## src/rtl/mpu_motion_detector.sv

```systemverilog
// mpu_motion_detector
//   Assembles accelerometer bytes streamed by the MPU6050 register sequencer
//   into signed 16-bit X/Y/Z samples. At every completed frame it runs
//   debounced, hysteretic tilt detection on X (and optional shake detection).
//   It then raises RESCAN to request the next frame.
//
// Optional feature macro: SHAKE_DETECT_EN
//   defined   -> shake detection (Xprev, hit and window counters) is built
//   undefined -> o_shake is tied low; tilt behaviour and timing are unchanged
//
// Ports
//   i_mclk       system clock (only clock)
//   i_nrst       asynchronous active-low reset
//   i_tic        clock-enable strobe shared with sequencer / I2C master
//   i_load       byte valid from sequencer (qualified by i_tic)
//   i_adr[3:0]   register index of i_data (0..5 = XH,XL,YH,YL,ZH,ZL)
//   i_data[7:0]  register byte
//   i_completed  frame-done level from sequencer (qualified by i_tic)
//   o_rescan     request for the next frame
//   o_xout/o_yout/o_zout  last evaluated sample (signed)
//   o_tilt[1:0]  00 level, 01 right, 10 left
//   o_tilt_evt   one-cycle pulse when o_tilt changes
//   o_shake      one-cycle pulse on shake detection
module mpu_motion_detector #(
  parameter logic signed [15:0] THRESH       = 16'sd4000,
  parameter logic signed [15:0] HYST         = 16'sd1000,
  parameter int unsigned        DEBOUNCE     = 3,
  parameter logic        [16:0] SHAKE_DELTA  = 17'd12000,
  parameter int unsigned        SHAKE_COUNT  = 4,
  parameter int unsigned        SHAKE_WINDOW = 32
) (
  input  logic        i_mclk,
  input  logic        i_nrst,
  input  logic        i_tic,
  input  logic        i_load,
  input  logic [3:0]  i_adr,
  input  logic [7:0]  i_data,
  input  logic        i_completed,
  output logic        o_rescan,
  output logic [15:0] o_xout,
  output logic [15:0] o_yout,
  output logic [15:0] o_zout,
  output logic [1:0]  o_tilt,
  output logic        o_tilt_evt,
  output logic        o_shake
);

  typedef enum logic [1:0] {S_IDLE, S_EVAL, S_REQ} state_t;

  localparam logic [1:0] TILT_LEVEL = 2'b00;
  localparam logic [1:0] TILT_RIGHT = 2'b01;
  localparam logic [1:0] TILT_LEFT  = 2'b10;

  localparam logic signed [15:0] L_THR_N  = -THRESH;
  localparam logic signed [15:0] L_EXIT   = THRESH - HYST;
  localparam logic signed [15:0] L_EXIT_N = -L_EXIT;
  localparam logic [3:0]         L_DEB    = 4'(DEBOUNCE);

  state_t             r_state;
  logic [7:0]         r_xh, r_xl, r_yh, r_yl, r_zh, r_zl;
  logic signed [15:0] r_x, r_y, r_z;
  logic [1:0]         r_tilt;
  logic [1:0]         r_last_cand;
  logic [3:0]         r_deb_cnt;
  logic               r_tilt_evt;
  logic               r_rescan;

  logic               w_wr;
  logic [7:0]         w_xh, w_xl, w_yh, w_yl, w_zh, w_zl;
  logic [1:0]         w_cand;
  logic [3:0]         w_cnt_inc;

  // Staging capture; runs regardless of FSM state
  assign w_wr = i_tic & i_load;

  always_ff @(posedge i_mclk or negedge i_nrst) begin
    if (!i_nrst) begin
      r_xh <= '0; r_xl <= '0;
      r_yh <= '0; r_yl <= '0;
      r_zh <= '0; r_zl <= '0;
    end else if (w_wr) begin
      case (i_adr)
        4'd0:    r_xh <= i_data;
        4'd1:    r_xl <= i_data;
        4'd2:    r_yh <= i_data;
        4'd3:    r_yl <= i_data;
        4'd4:    r_zh <= i_data;
        4'd5:    r_zl <= i_data;
        default: ;
      endcase
    end
  end

  // Bypass so a byte landing on the COMPLETED edge is part of the sample
  assign w_xh = (w_wr && i_adr == 4'd0) ? i_data : r_xh;
  assign w_xl = (w_wr && i_adr == 4'd1) ? i_data : r_xl;
  assign w_yh = (w_wr && i_adr == 4'd2) ? i_data : r_yh;
  assign w_yl = (w_wr && i_adr == 4'd3) ? i_data : r_yl;
  assign w_zh = (w_wr && i_adr == 4'd4) ? i_data : r_zh;
  assign w_zl = (w_wr && i_adr == 4'd5) ? i_data : r_zl;

  // Tilt candidate: entry at THRESH, exit at THRESH-HYST, direct swap allowed
  always_comb begin
    w_cand = TILT_LEVEL;
    case (r_tilt)
      TILT_RIGHT: begin
        if (r_x < L_THR_N)     w_cand = TILT_LEFT;
        else if (r_x > L_EXIT) w_cand = TILT_RIGHT;
        else                   w_cand = TILT_LEVEL;
      end
      TILT_LEFT: begin
        if (r_x > THRESH)        w_cand = TILT_RIGHT;
        else if (r_x < L_EXIT_N) w_cand = TILT_LEFT;
        else                     w_cand = TILT_LEVEL;
      end
      default: begin
        if (r_x > THRESH)       w_cand = TILT_RIGHT;
        else if (r_x < L_THR_N) w_cand = TILT_LEFT;
        else                    w_cand = TILT_LEVEL;
      end
    endcase
  end

  // A candidate differing from last frame's candidate restarts the count
  assign w_cnt_inc = (w_cand != r_last_cand) ? 4'd1 : r_deb_cnt + 4'd1;

  always_ff @(posedge i_mclk or negedge i_nrst) begin
    if (!i_nrst) begin
      r_state     <= S_IDLE;
      r_x         <= '0;
      r_y         <= '0;
      r_z         <= '0;
      r_tilt      <= TILT_LEVEL;
      r_last_cand <= TILT_LEVEL;
      r_deb_cnt   <= '0;
      r_tilt_evt  <= 1'b0;
      r_rescan    <= 1'b0;
    end else begin
      r_tilt_evt <= 1'b0;
      case (r_state)
        S_IDLE: begin
          if (i_tic && i_completed) begin
            r_x     <= {w_xh, w_xl};
            r_y     <= {w_yh, w_yl};
            r_z     <= {w_zh, w_zl};
            r_state <= S_EVAL;
          end
        end
        S_EVAL: begin
          r_last_cand <= w_cand;
          if (w_cand == r_tilt) begin
            r_deb_cnt <= '0;
          end else if (w_cnt_inc == L_DEB) begin
            r_tilt     <= w_cand;
            r_deb_cnt  <= '0;
            r_tilt_evt <= 1'b1;
          end else begin
            r_deb_cnt <= w_cnt_inc;
          end
          r_state <= S_REQ;
        end
        S_REQ: begin
          // First REQ cycle raises RESCAN; it then holds until a TIC cycle ends
          if (!r_rescan) begin
            r_rescan <= 1'b1;
          end else if (i_tic) begin
            r_rescan <= 1'b0;
            r_state  <= S_IDLE;
          end
        end
        default: r_state <= S_IDLE;
      endcase
    end
  end

`ifdef SHAKE_DETECT_EN
  localparam logic [3:0] L_SCNT = 4'(SHAKE_COUNT);
  localparam logic [7:0] L_SWIN = 8'(SHAKE_WINDOW);

  logic signed [15:0] r_xprev;
  logic               r_xprev_vld;
  logic [3:0]         r_hits;
  logic [7:0]         r_win;
  logic               r_shake;

  logic signed [16:0] w_diff;
  logic [16:0]        w_mag;
  logic               w_hit;
  logic [3:0]         w_hits_nxt;
  logic [7:0]         w_win_nxt;

  // 17-bit difference cannot overflow; magnitude of -65535 still fits
  assign w_diff     = {r_x[15], r_x} - {r_xprev[15], r_xprev};
  assign w_mag      = w_diff[16] ? (17'd0 - w_diff) : w_diff;
  assign w_hit      = (w_mag > SHAKE_DELTA);
  assign w_hits_nxt = (w_hit && r_hits != 4'd15) ? r_hits + 4'd1 : r_hits;
  assign w_win_nxt  = r_win + 8'd1;

  always_ff @(posedge i_mclk or negedge i_nrst) begin
    if (!i_nrst) begin
      r_xprev     <= '0;
      r_xprev_vld <= 1'b0;
      r_hits      <= '0;
      r_win       <= '0;
      r_shake     <= 1'b0;
    end else begin
      r_shake <= 1'b0;
      if (r_state == S_EVAL) begin
        r_xprev     <= r_x;
        r_xprev_vld <= 1'b1;
        // First frame after reset only primes Xprev
        if (r_xprev_vld) begin
          if (w_hits_nxt >= L_SCNT) begin
            r_shake <= 1'b1;
            r_hits  <= '0;
            r_win   <= '0;
          end else if (w_win_nxt >= L_SWIN) begin
            r_hits <= '0;
            r_win  <= '0;
          end else begin
            r_hits <= w_hits_nxt;
            r_win  <= w_win_nxt;
          end
        end
      end
    end
  end

  assign o_shake = r_shake;
`else
  logic w_unused_shake_cfg;
  assign w_unused_shake_cfg = ^{SHAKE_DELTA, 4'(SHAKE_COUNT), 8'(SHAKE_WINDOW)};
  assign o_shake = 1'b0;
`endif

  assign o_rescan   = r_rescan;
  assign o_xout     = r_x;
  assign o_yout     = r_y;
  assign o_zout     = r_z;
  assign o_tilt     = r_tilt;
  assign o_tilt_evt = r_tilt_evt;

endmodule

```

## config.mk

```make
export PLATFORM = sky130hd
export DESIGN_NAME = mpu_motion_detector
export DESIGN_NICKNAME = d
export VERILOG_FILES = /design/src/rtl/mpu_motion_detector.sv
export SDC_FILE = /design/constraint.sdc
export NUM_CORES = 1
export LEC_CHECK = 0
export CAP_MARGIN = 20
export CORE_UTILIZATION = 40
export DETAILED_ROUTE_END_ITERATION = 10
export REMOVE_ABC_BUFFERS = 1
export SETUP_SLACK_MARGIN = 0.15
export SLEW_MARGIN = 5
export SYNTH_ARGS = -nofsm -noshare
export SYNTH_HDL_FRONTEND = slang
export SYNTH_SLANG_ARGS = --single-unit
export TNS_END_PERCENT = 30
```

## constraint.sdc

```tcl
create_clock -name i_mclk -period 5.2 [get_ports i_mclk]
set_clock_uncertainty 0.2 [all_clocks]
set_input_delay 0.52 -clock i_mclk [delete_from_list [all_inputs] [get_ports i_mclk]]
set_output_delay 0.52 -clock i_mclk [all_outputs]
set_load 0.01 [all_outputs]
```

==> impl_summary.txt <==
----------------------------------------------------
[Worst setup path]
  Worst Setup End Kind ... register
  Cell with the largest stage delay on the worst path ... sky130_fd_sc_hd__dfrtp_1
  Req. time, crit path ... 5.24 ns
  Critical Path Fanout Max ... 5
  Startpoint type of the worst setup path ... register
  Worst reg2reg path endpoint ... r_deb_cnt[2]$_DFFE_PN0P_
  Critical Setup Path Class ... register to register
  Critical path arrival ... around 3.0 ns
  Largest stage delay on the critical path ... 0.44 ns
  Critical-path cell list ... inv_1, ha_1, o31ai_2, mux2_1, a31o_1, nor4_1, mux2i_2, a41oi_1, o22ai_1
  CP delay by family, top ... compound AO/OA/AOI/OAI gates
  Worst setup slack for register-to-register paths ... approximately 2.2 ns
  R2R cell count ... 9
  Number of buffer and inverter stages on the critical path ... 1
  RR Startpoint ... o_tilt[0]$_DFFE_PN0P_

[Pwr]
  Power consumption ... approximately 3.0 mW
  Pwr dens ... 534.8 mW/mm2
  Static Leak ... between 2 and 2.5 nW
  Max VDD drop ... 0.2160 mV

[Clock tree]
  Quantity of gates resized following cts ... 0
  TritonCTS sink count ... 108
  Cts bufs inserted ... 9
  Worst-Skew Late Latency ... 0.35 ns
  Post-CTS repair timing setup buffer count ... 0
  H-tree levels ... 3
  Clock-pin slew on the worst setup and hold paths ... approximately 0.090 ns
  CTS max path bufs ... 2
  Number of buffers inserted by hold repair at cts ... 1
  Master cell of the clock root buffer ... sky130_fd_sc_hd__clkbuf_8
  Clock tree from TritonCTS ... yes

[STA]
  Max-slew violation count ... 0
  Final min period ... about 3 ns
  Final sum of negative setup slack ... 0 ns
  Unrepaired setup endpoints after global routing ... false
  Final hold vios ... 0
  Final worst slack ... 2.198 ns
  Max frequency ... roughly 0.33 GHz
  Final-report setup violation count ... 0
  Max transition margin ... about a third
  Transition time at the pin with the least slew margin ... roughly 1.0 ns
  Post-route worst hold slack ... between 0.2 and 0.3 ns
  Final cycle utilization of the critical path ... between 50 and 60%

[Global routing]
  Pin count of the biggest net entering global routing ... 68
  Global-route wire length before repair ... 14630 um
  Remaining Overflow, GRT ... 0
  Vias in the first global route ... about 2900
  Initial antenna violation count ... 0
  Total GRT Usage ... around 16%

[Detailed routing]
  Post-Route WL ... 8619 um
  Routed len/inst ... 16.42 um
  Via density per instance ... approximately 5.2
  DRC ... 0
  Router iterations before antenna repair ... 4
  Final ANT Viol Nets ... 0
  Vias after detailed routing ... 2705
  Drt first-iter violations ... between 100 and 150

[Die]
  Die outline height ... 107.7 um
  Top-level I/O count ... 70
  DIE WIDTH ... between 100 and 150 um
  Placement row count ... 38
  Total die area ... between 0.01 and 0.015 mm2
  Core region area ... between 0.01 and 0.015 mm2
  Initial Util ... approximately two fifths

[Place]
  RePlAce Congestion ... a little over 0.7
  DP HPWL ... 5838 um
  Number of input and output port buffers inserted ... around 70
  Area of placed instances ... 0.005313 mm2
  DP Worst Slack ... ~2 ns

[Logic synthesis]
  Distinct cell type count after synthesis ... 46
  Number of synthesized flops with an enable pin ... 0
  Most instantiated flip-flop cell in the synthesis netlist ... sky130_fd_sc_hd__dfrtp_1
  Synthesis Warnings ... 0
  Netlist area before placement ... ~0.0045 mm2
  Gate count after technology mapping ... around 310
  Post-synthesis area per instance ... about 15 um2
  Share of async-settable or async-resettable flops after synthesis ... 100.0%
  Sequential share of the synthesized area ... between 60% and 70%
  Synth Register Bits ... ~110

[Flow run]
  Max-cap check violation count ... 0

[Finish]
  Net total in the final layout ... about 400
  Finished layout cell area ... around 0.0055 mm2
  Most common cell after layout, fill and taps aside ... sky130_fd_sc_hd__dfrtp_1
  Number of antenna cells inserted ... 0
  Filler Cell Count ... 956
  Most frequent cells in the layout ... sky130_fd_sc_hd__dfrtp_1, sky130_fd_sc_hd__mux2_2, sky130_fd_sc_hd__clkdlybuf4s50_1
  Layout cells sized above 1 ... 29.87%
  Area Overhead vs Synth ... 23.69%

[Hold path]
  WHS Endpoint ... r_xh[6]$_DFFE_PN0P_
  Number of stages on the worst hold path ... 1
  Type of the most critical hold path ... register to register
  Startpoint of the lowest-slack hold path ... r_xh[6]$_DFFE_PN0P_

[Outcome]
  Status ... finished, final reports clean

----------------------------------------------------
-- per-stage QoR --
step	util, %	std cells
5_1_grt	50.98	525
3_5_place_dp	49.01	510
3_3_place_gp	49.01	510
6_report	50.98	525
4_1_cts	50.98	525
2_1_floorplan	-	300
-- cell usage after synthesis (all sizes together) (3+ instances only) --
cell	instances	area [um2]
dfrtp	108	2703
mux2	99	1115
nand2	18	70.07
nor3	7	35.03
clkbuf	6	22.52
inv	6	22.52
nand3	6	35.03
o21ai	6	30.03
nor4	4	25.02
a211oi	3	27.52
ha	3	37.54
nand2b	3	18.77
nor2	3	11.26
o22ai	3	18.77
-- cell type report --
cell class | instances | area (um2) | share of cell area [%]
clock buffers | 10 | 127.6 | 2.309
clock inverters | 4 | 76.32 | 1.381
inverters | 6 | 22.52 | 0.4075
multi-input cells | 186 | 1719 | 31.11
flip-flops and latches | 108 | 2703 | 48.90
well taps | 140 | 175.2 | 3.170
repair buffers | 71 | 703.2 | 12.72
-- power breakdown --
part	switching, mW	internal (mW)
clock	0.264	0.267
sequential	0.205	1.11
combinational	0.461	0.652
-- worst register-to-register path: cells and delay by family, from the launching register on --
kind / cells / cell delay (ns)
flops: 1 / 0.44
mux: 2 / 0.54
compound gates: 4 / 0.92
buf+inv: 1 / 0.09
fa+ha+maj: 1 / 0.36
simple gates: 1 / 0.33
-- logic make-up after synthesis --
group | Yosys count | share of synthesized area [%]
flops | 108 | 60.49
mux | 100 | 25.26
simple gates | 55 | 6.721
compound gates | 24 | 4.397
buf+inv | 14 | 1.288
fa+ha+maj | 3 | 0.8402
xor+xnor | 3 | 0.9241
other cells | 1 | 0.08393
-- worst max path at each step --
| stage | start | to | slack (ns) | depth (start not counted) |
|---|---|---|---|---|
| final | o_tilt[0]$_DFFE_PN0P_ | r_deb_cnt[2]$_DFFE_PN0P_ | 2.20 | 9 |
| after global routing | o_tilt[0]$_DFFE_PN0P_ | r_deb_cnt[3]$_DFFE_PN0P_ | 1.99 | 9 |
| after CTS | o_tilt[0]$_DFFE_PN0P_ | r_deb_cnt[2]$_DFFE_PN0P_ | 2.20 | 9 |
| after detailed placement | i_tic | o_zout[8]$_DFFE_PN0P_ | 2.06 | 6 |
| after global placement | i_tic | o_zout[9]$_DFFE_PN0P_ | 2.10 | 6 |
| after floorplan | i_completed | o_xout[0]$_DFFE_PN0P_ | 0.52 | 3 |
-- layer usage --
metal | up-vias | GRT usage [%] | part of all wire [%]
met5 | - | 0 | 0
met4 | 0 | 4.305 | 0.95
met1 | 1391 | 22.68 | 49
li1 | 1259 | - | -
met3 | 8 | 4.116 | 3.6
met2 | 47 | 25.87 | 47
-- sequential cells by signal, indices dropped and copies added (netlist names) --
signal / count
r_deb_cnt: 4
o_xout: 16
r_yl: 8
o_yout: 16
r_last_cand: 2
r_state: 2
o_tilt_evt: 1
r_xh: 8
o_zout: 16
o_tilt: 2
r_yh: 8
o_rescan: 1
r_zh: 8
r_zl: 8
r_xl: 8
(Power assumes the default switching activity.)
